## config.mk

```make
export PLATFORM = sky130hd
export DESIGN_NAME = uart_tx_arbiter
export DESIGN_NICKNAME = d
export VERILOG_FILES = /design/src/rtl/uart_tx_arbiter.sv
export SDC_FILE = /design/constraint.sdc
export NUM_CORES = 1
export LEC_CHECK = 0
export ABC_AREA = 1
export CAP_MARGIN = 20
export CORE_MARGIN = 4
export CORE_UTILIZATION = 40
export CTS_CLUSTER_DIAMETER = 40
export DETAILED_ROUTE_END_ITERATION = 8
export HOLD_SLACK_MARGIN = 0.05
export PLACE_DENSITY_LB_ADDON = 0.12
export SLEW_MARGIN = 20
export SYNTH_ARGS = -nofsm -noshare
export SYNTH_HDL_FRONTEND = slang
export SYNTH_SLANG_ARGS = --single-unit
```

## constraint.sdc

```tcl
create_clock -name clk_i -period 4 [get_ports clk_i]
set_clock_uncertainty 0.15 [all_clocks]
set_input_delay 0.8 -clock clk_i [delete_from_list [all_inputs] [get_ports clk_i]]
set_output_delay 0.8 -clock clk_i [all_outputs]
set_load 0.005 [all_outputs]
```

## src/rtl/uart_tx_arbiter.sv

```systemverilog
// uart_tx_arbiter: shares one byte-wide UART transmitter between NREQ
// requesters. Round-robin grant, per-grant burst limit, and a fixed settle
// delay after each write before UART_TXRDY is trusted again.
module uart_tx_arbiter #(
   parameter int NREQ      = 4,
   parameter int SETTLE    = 2,
   parameter int MAX_BURST = 16
) (
   input  logic              clk_i,
   input  logic              reset_i,
   input  logic              enable_i,
   input  logic [NREQ-1:0]   req_i,
   input  logic [8*NREQ-1:0] data_i,
   input  logic [NREQ-1:0]   last_i,
   output logic [NREQ-1:0]   ack_o,
   output logic [NREQ-1:0]   gnt_o,
   output logic              busy_o,
   output logic              uart_csn_o,
   output logic              uart_wen_o,
   output logic [7:0]        uart_data_o,
   input  logic              uart_txrdy_i
);

   localparam int IW = (NREQ > 1) ? $clog2(NREQ) : 1;
   localparam int SW = 3;  // holds SETTLE-1 for SETTLE up to 7

   typedef enum logic [2:0] {
      S_IDLE,
      S_GRANT,
      S_WRITE,
      S_SETTLE,
      S_WAIT_RDY
   } state_t;

   state_t              state_q, state_d;
   logic [IW-1:0]       gidx_q, gidx_d;   // index of the granted requester
   logic [IW-1:0]       ptr_q, ptr_d;     // last winner
   logic [NREQ-1:0]     gnt_q, gnt_d;
   logic [7:0]          burst_q, burst_d;
   logic                last_q, last_d;   // LAST captured with the written byte
   logic [SW-1:0]       scnt_q, scnt_d;
   logic [7:0]          udata_q, udata_d; // byte held on the UART bus

   logic [NREQ-1:0][7:0] data_arr;
   logic [7:0]           sel_data;
   logic                 sel_last;
   logic                 sel_req;
   logic                 win_vld;
   logic [IW-1:0]        win_idx;
   logic [IW-1:0]        cand;
   logic                 burst_hit;

   assign data_arr  = data_i;
   assign sel_data  = data_arr[gidx_q];
   assign sel_last  = last_i[gidx_q];
   assign sel_req   = req_i[gidx_q];
   assign burst_hit = (MAX_BURST != 0) && (burst_q == 8'(MAX_BURST));
   assign gnt_o     = gnt_q;
   assign busy_o    = (state_q != S_IDLE);

   // round-robin search: first requesting index after the last winner
   always_comb begin
      win_vld = 1'b0;
      win_idx = '0;
      cand    = '0;
      for (int k = 1; k <= NREQ; k++) begin
         cand = IW'((int'(ptr_q) + k) % NREQ);
         if (!win_vld && req_i[cand]) begin
            win_vld = 1'b1;
            win_idx = cand;
         end
      end
   end

   // next-state and output decode
   always_comb begin
      state_d     = state_q;
      gidx_d      = gidx_q;
      ptr_d       = ptr_q;
      gnt_d       = gnt_q;
      burst_d     = burst_q;
      last_d      = last_q;
      scnt_d      = scnt_q;
      udata_d     = udata_q;
      ack_o       = '0;
      uart_csn_o  = 1'b1;
      uart_wen_o  = 1'b1;
      uart_data_o = udata_q;
      case (state_q)
         S_IDLE: begin
            if (enable_i && win_vld) begin
               gidx_d         = win_idx;
               gnt_d          = '0;
               gnt_d[win_idx] = 1'b1;
               state_d        = S_GRANT;
            end
         end
         S_GRANT: begin
            // requester withdrew before its byte was taken: give up the grant
            if (!sel_req) begin
               gnt_d   = '0;
               burst_d = '0;
               ptr_d   = gidx_q;
               state_d = S_IDLE;
            end else if (uart_txrdy_i) begin
               state_d = S_WRITE;
            end
         end
         S_WRITE: begin
            uart_csn_o  = 1'b0;
            uart_wen_o  = 1'b0;
            uart_data_o = sel_data;
            ack_o       = gnt_q;
            udata_d     = sel_data;
            last_d      = sel_last;
            burst_d     = (burst_q == 8'hFF) ? burst_q : burst_q + 8'd1;
            scnt_d      = '0;
            state_d     = S_SETTLE;
         end
         S_SETTLE: begin
            if (scnt_q == SW'(SETTLE - 1)) state_d = S_WAIT_RDY;
            else                           scnt_d  = scnt_q + SW'(1);
         end
         S_WAIT_RDY: begin
            if (uart_txrdy_i) begin
               if (last_q || !enable_i || burst_hit) begin
                  gnt_d   = '0;
                  burst_d = '0;
                  ptr_d   = gidx_q;
                  state_d = S_IDLE;
               end else begin
                  state_d = S_GRANT;
               end
            end
         end
         default: state_d = S_IDLE;
      endcase
   end

   // state registers with synchronous reset
   always_ff @(posedge clk_i) begin
      if (reset_i) begin
         state_q <= S_IDLE;
         gidx_q  <= '0;
         ptr_q   <= IW'(NREQ - 1);
         gnt_q   <= '0;
         burst_q <= '0;
         last_q  <= 1'b0;
         scnt_q  <= '0;
         udata_q <= 8'h00;
      end else begin
         state_q <= state_d;
         gidx_q  <= gidx_d;
         ptr_q   <= ptr_d;
         gnt_q   <= gnt_d;
         burst_q <= burst_d;
         last_q  <= last_d;
         scnt_q  <= scnt_d;
         udata_q <= udata_d;
      end
   end

endmodule

```

==> results.py <==
metrics = {
    "global_route": {
        "first_global_vias": 2183,
        "grt_pass1_wl_um": 9750,
        "antenna_found_initial": 0,
        "grt_max_degree": 26,
        "overflow": 0,
        "grt_usage_pct": 18.7,
    },
    "synth": {
        "synth_cell_types": 33,
        "synth_cells": 345,
        "ys_top_cells_by_area": "dfxtp_1 29%, nand2_1 17%, nor2_1 8.0%, o21ai_0 7.2%, inv_1 6.1%",
        "yosysTopAreaCellShare_pct": 28.9,
        "seq_area_frac_synth_pct": 28.9,
        "syn_area_per_cell_um2": 6.22,
        "yosys_warnings": 0,
        "synth_largest_area_cell": "dfxtp_1",
        "syn_area_mm2": 0.00215,
        "syn-num-nets": 393,
        "synth-seq-cells": 31,
    },
    "placement": {
        "dp_hpwl_um": 4180,
        "placed_area_mm2": 0.00281,
        "portBuffers": 62,
        "place_congestion": 0.783,
        "placed_cells": 467,
    },
    "clock_tree": {
        "cts_sinks": 31,
        "cts_buffers": 5,
        "htreeDepth": 2,
        "clock_path_buffers": 2,
        "cts_tree": "built",
        "clkSlewWorstSetupHoldPaths_ps": 60,
        "cts-resized-gates": 0,
        "clk_latency_ps": 290,
        "hold_buffers": 0,
        "postCtsSetupRepairBufs": 0,
        "cts_root_buf": "clkbuf_8",
    },
    "detailed_routing": {
        "drc": 0,
        "vias": 2320,
        "wl_per_cell_um": 11.7,
        "first_iter_violations": 109,
        "drtAntennaViolNets": 0,
        "first_pass_iters": 4,
        "wirelength_um": 5550,
        "vias_per_cell": 4.89,
    },
    "sta": {
        "max_freq_mhz": 314,
        "setup_viol": 0,
        "rsz0062_at_grt": "false",
        "relSlewSlack_pct": 69.7,
        "timing.final.crit_period_ps": 3180,
        "drv_slew": 0,
        "hold_viol": 0,
        "setup-tns-final_ps": 0,
        "tightestPinTransition_ps": 454,
        "post-route-period-util_pct": 79.6,
    },
    "cells_and_area": {
        "syn2layout_area_growth_pct": 34.8,
        "layout.cells.non_filler": 474,
        "drive_gt1_share_pct": 9.65,
        "fin_nets": 452,
        "fin_area_mm2": 0.00289,
        "utilization_pct": 56.3,
        "diodes": 0,
    },
    "die": {
        "ios": 63,
        "rows": 26,
        "die_height_um": 81.2,
        "core_mm2": 0.00514,
        "die_w_um": 81.2,
        "die_area_mm2": 0.00660,
        "initial_core_util_pct": 41.7,
    },
    "power": {
        "power_density_mw_per_mm2": 619,
        "internal_power_uw": 950,
        "leakage_nw": 1.24,
        "power.total_mw": 1.79,
        "combPwrFrac_pct": 60.4,
        "pwr-share-clk_pct": 14.2,
        "switchingPower_uw": 840,
        "p_sw_share_pct": 46.9,
        "ir_worst_vdd_mv": 0.348,
        "seq_power_share_pct": 25.4,
    },
    "critical_path": {
        "cp.required_ps": 3050,
        "worst_setup_path_start_kind": "primary input",
        "worstSetupEndpointType": "output port",
        "cp_max_fo": 2,
        "arrival_ps": 2230,
        "worstSetupPathType": "in2out",
    },
    "hold_path": {
        "hold_class": "reg2reg",
    },
    "run": {
        "cap_violations": 0,
    },
    "status": {
        "status": "finished clean",
    },
}
worst max-delay path, cell delays in order:
cell             delay, ps
clkdlybuf4s50_1        450
o21ai_0                 70
o22ai_1                230
nand2_1                100
nand2_1                 80
clkdlybuf4s50_1        510
routing by layer:
| metal | wire, um | GRT usage, % | part of all wire, % | vias to the layer above |
|---|---|---|---|---|
| li1 | - | - | - | 1232 |
| met1 | 2460 | 21.0 | 44 | 1031 |
| met2 | 2700 | 33.7 | 49 | 48 |
| met3 | 321 | 5.32 | 5.8 | 9 |
| met4 | 72 | 6.08 | 1.3 | 0 |
| met5 | 0 | 0 | 0 | - |
worst paths after layout:
| kind | startpoint | end | slack [ps] | depth (start not counted) |
|---|---|---|---|---|
| setup reg to reg | gidx_q[1] | burst_q[2] | 1670 | 11 |
| setup / recovery | data_i[19] | uart_data_o[3] | 820 | 6 |
| hold reg to reg | udata_q[7] | udata_q[7] | 330 | 2 |
| hold / removal | udata_q[7] | udata_q[7] | 330 | 2 |
final cells by class:
type / count / area [um2]
tap: 70 / 87.6
inverter: 38 / 143
clock inverter: 1 / 5.00
sequential: 31 / 621
clock buffer: 6 / 82.6
fill: 564 / 2250
timing repair buffer: 65 / 643
multi-input combinational: 263 / 1310
power by group through the flow:
stage	clock network [mW]	logic [mW]	registers (mW)
final	0.255	1.08	0.455
after global routing	0.273	1.24	0.468
after CTS	0.259	1.10	0.456
after detailed placement	0	1.08	0.462
after global placement	0	1.08	0.460
after floorplan	0	0.808	0.432
sequential cells by signal, indices dropped and copies added (netlist names):
| name | flops |
|---|---|
| gnt_o | 4 |
| scnt_q | 3 |
| burst_q | 8 |
| udata_q | 8 |
| ptr_q | 2 |
| last_q | 1 |
| state_q | 3 |
| gidx_q | 2 |
metrics by stage:
stage | hold WS, ps | setup WS (ps)
after global placement | 316 | 816
after floorplan | 300 | 1860
after global routing | 357 | 663
after detailed placement | 318 | 828
final | 326 | 815
after CTS | 328 | 814
Yosys cell counts:
| library cell | count |
|---|---|
| a21oi_1 | 24 |
| o211ai_1 | 5 |
| nand2_1 | 95 |
| nor3_1 | 1 |
| nor2_1 | 46 |
| o22ai_1 | 9 |
| xor2_1 | 1 |
| clkbuf_1 | 6 |
| buf_1 | 1 |
| nor4_1 | 1 |
| nand2_4 | 3 |
| buf_6 | 2 |
| dfxtp_1 | 31 |
| inv_2 | 3 |
| buf_4 | 1 |
| nand2_2 | 10 |
| nand4_1 | 4 |
| o21ai_2 | 1 |
| nand3_1 | 12 |
| nor3_2 | 1 |
| nand3b_2 | 1 |
| buf_2 | 3 |
| nor2_4 | 1 |
| a21oi_2 | 2 |
| ha_1 | 4 |
| o31ai_1 | 1 |
| nor2_8 | 1 |
| inv_1 | 35 |
| xnor2_1 | 1 |
| o21ai_0 | 31 |
| nand3_2 | 5 |
| nor2_2 | 1 |
| o21ai_1 | 2 |
cell usage in the layout, fill, tap and decap left out, drive strengths merged, types with 3 or more instances in the layout:
cell type | netlist | routed
nand4 | 4 | 4
nor2 | 49 | 49
o211ai | 5 | 5
clkdlybuf4s50 | 0 | 62
nand3 | 17 | 17
o22ai | 9 | 9
a21oi | 26 | 26
o21ai | 34 | 34
clkbuf | 6 | 6
dfxtp | 31 | 31
ha | 4 | 4
inv | 38 | 38
nand2 | 108 | 108
buf | 7 | 3
cells by family after synthesis:
| group | count (synthesis) | share of synthesized area [%] |
|---|---|---|
| simple gates | 182 | 38.7 |
| xor+xnor | 2 | 0.816 |
| buf+inv | 51 | 9.97 |
| compound gates | 75 | 19.2 |
| fa+ha+maj | 4 | 2.33 |
| flops | 31 | 28.9 |
(Power assumes the default switching activity.)
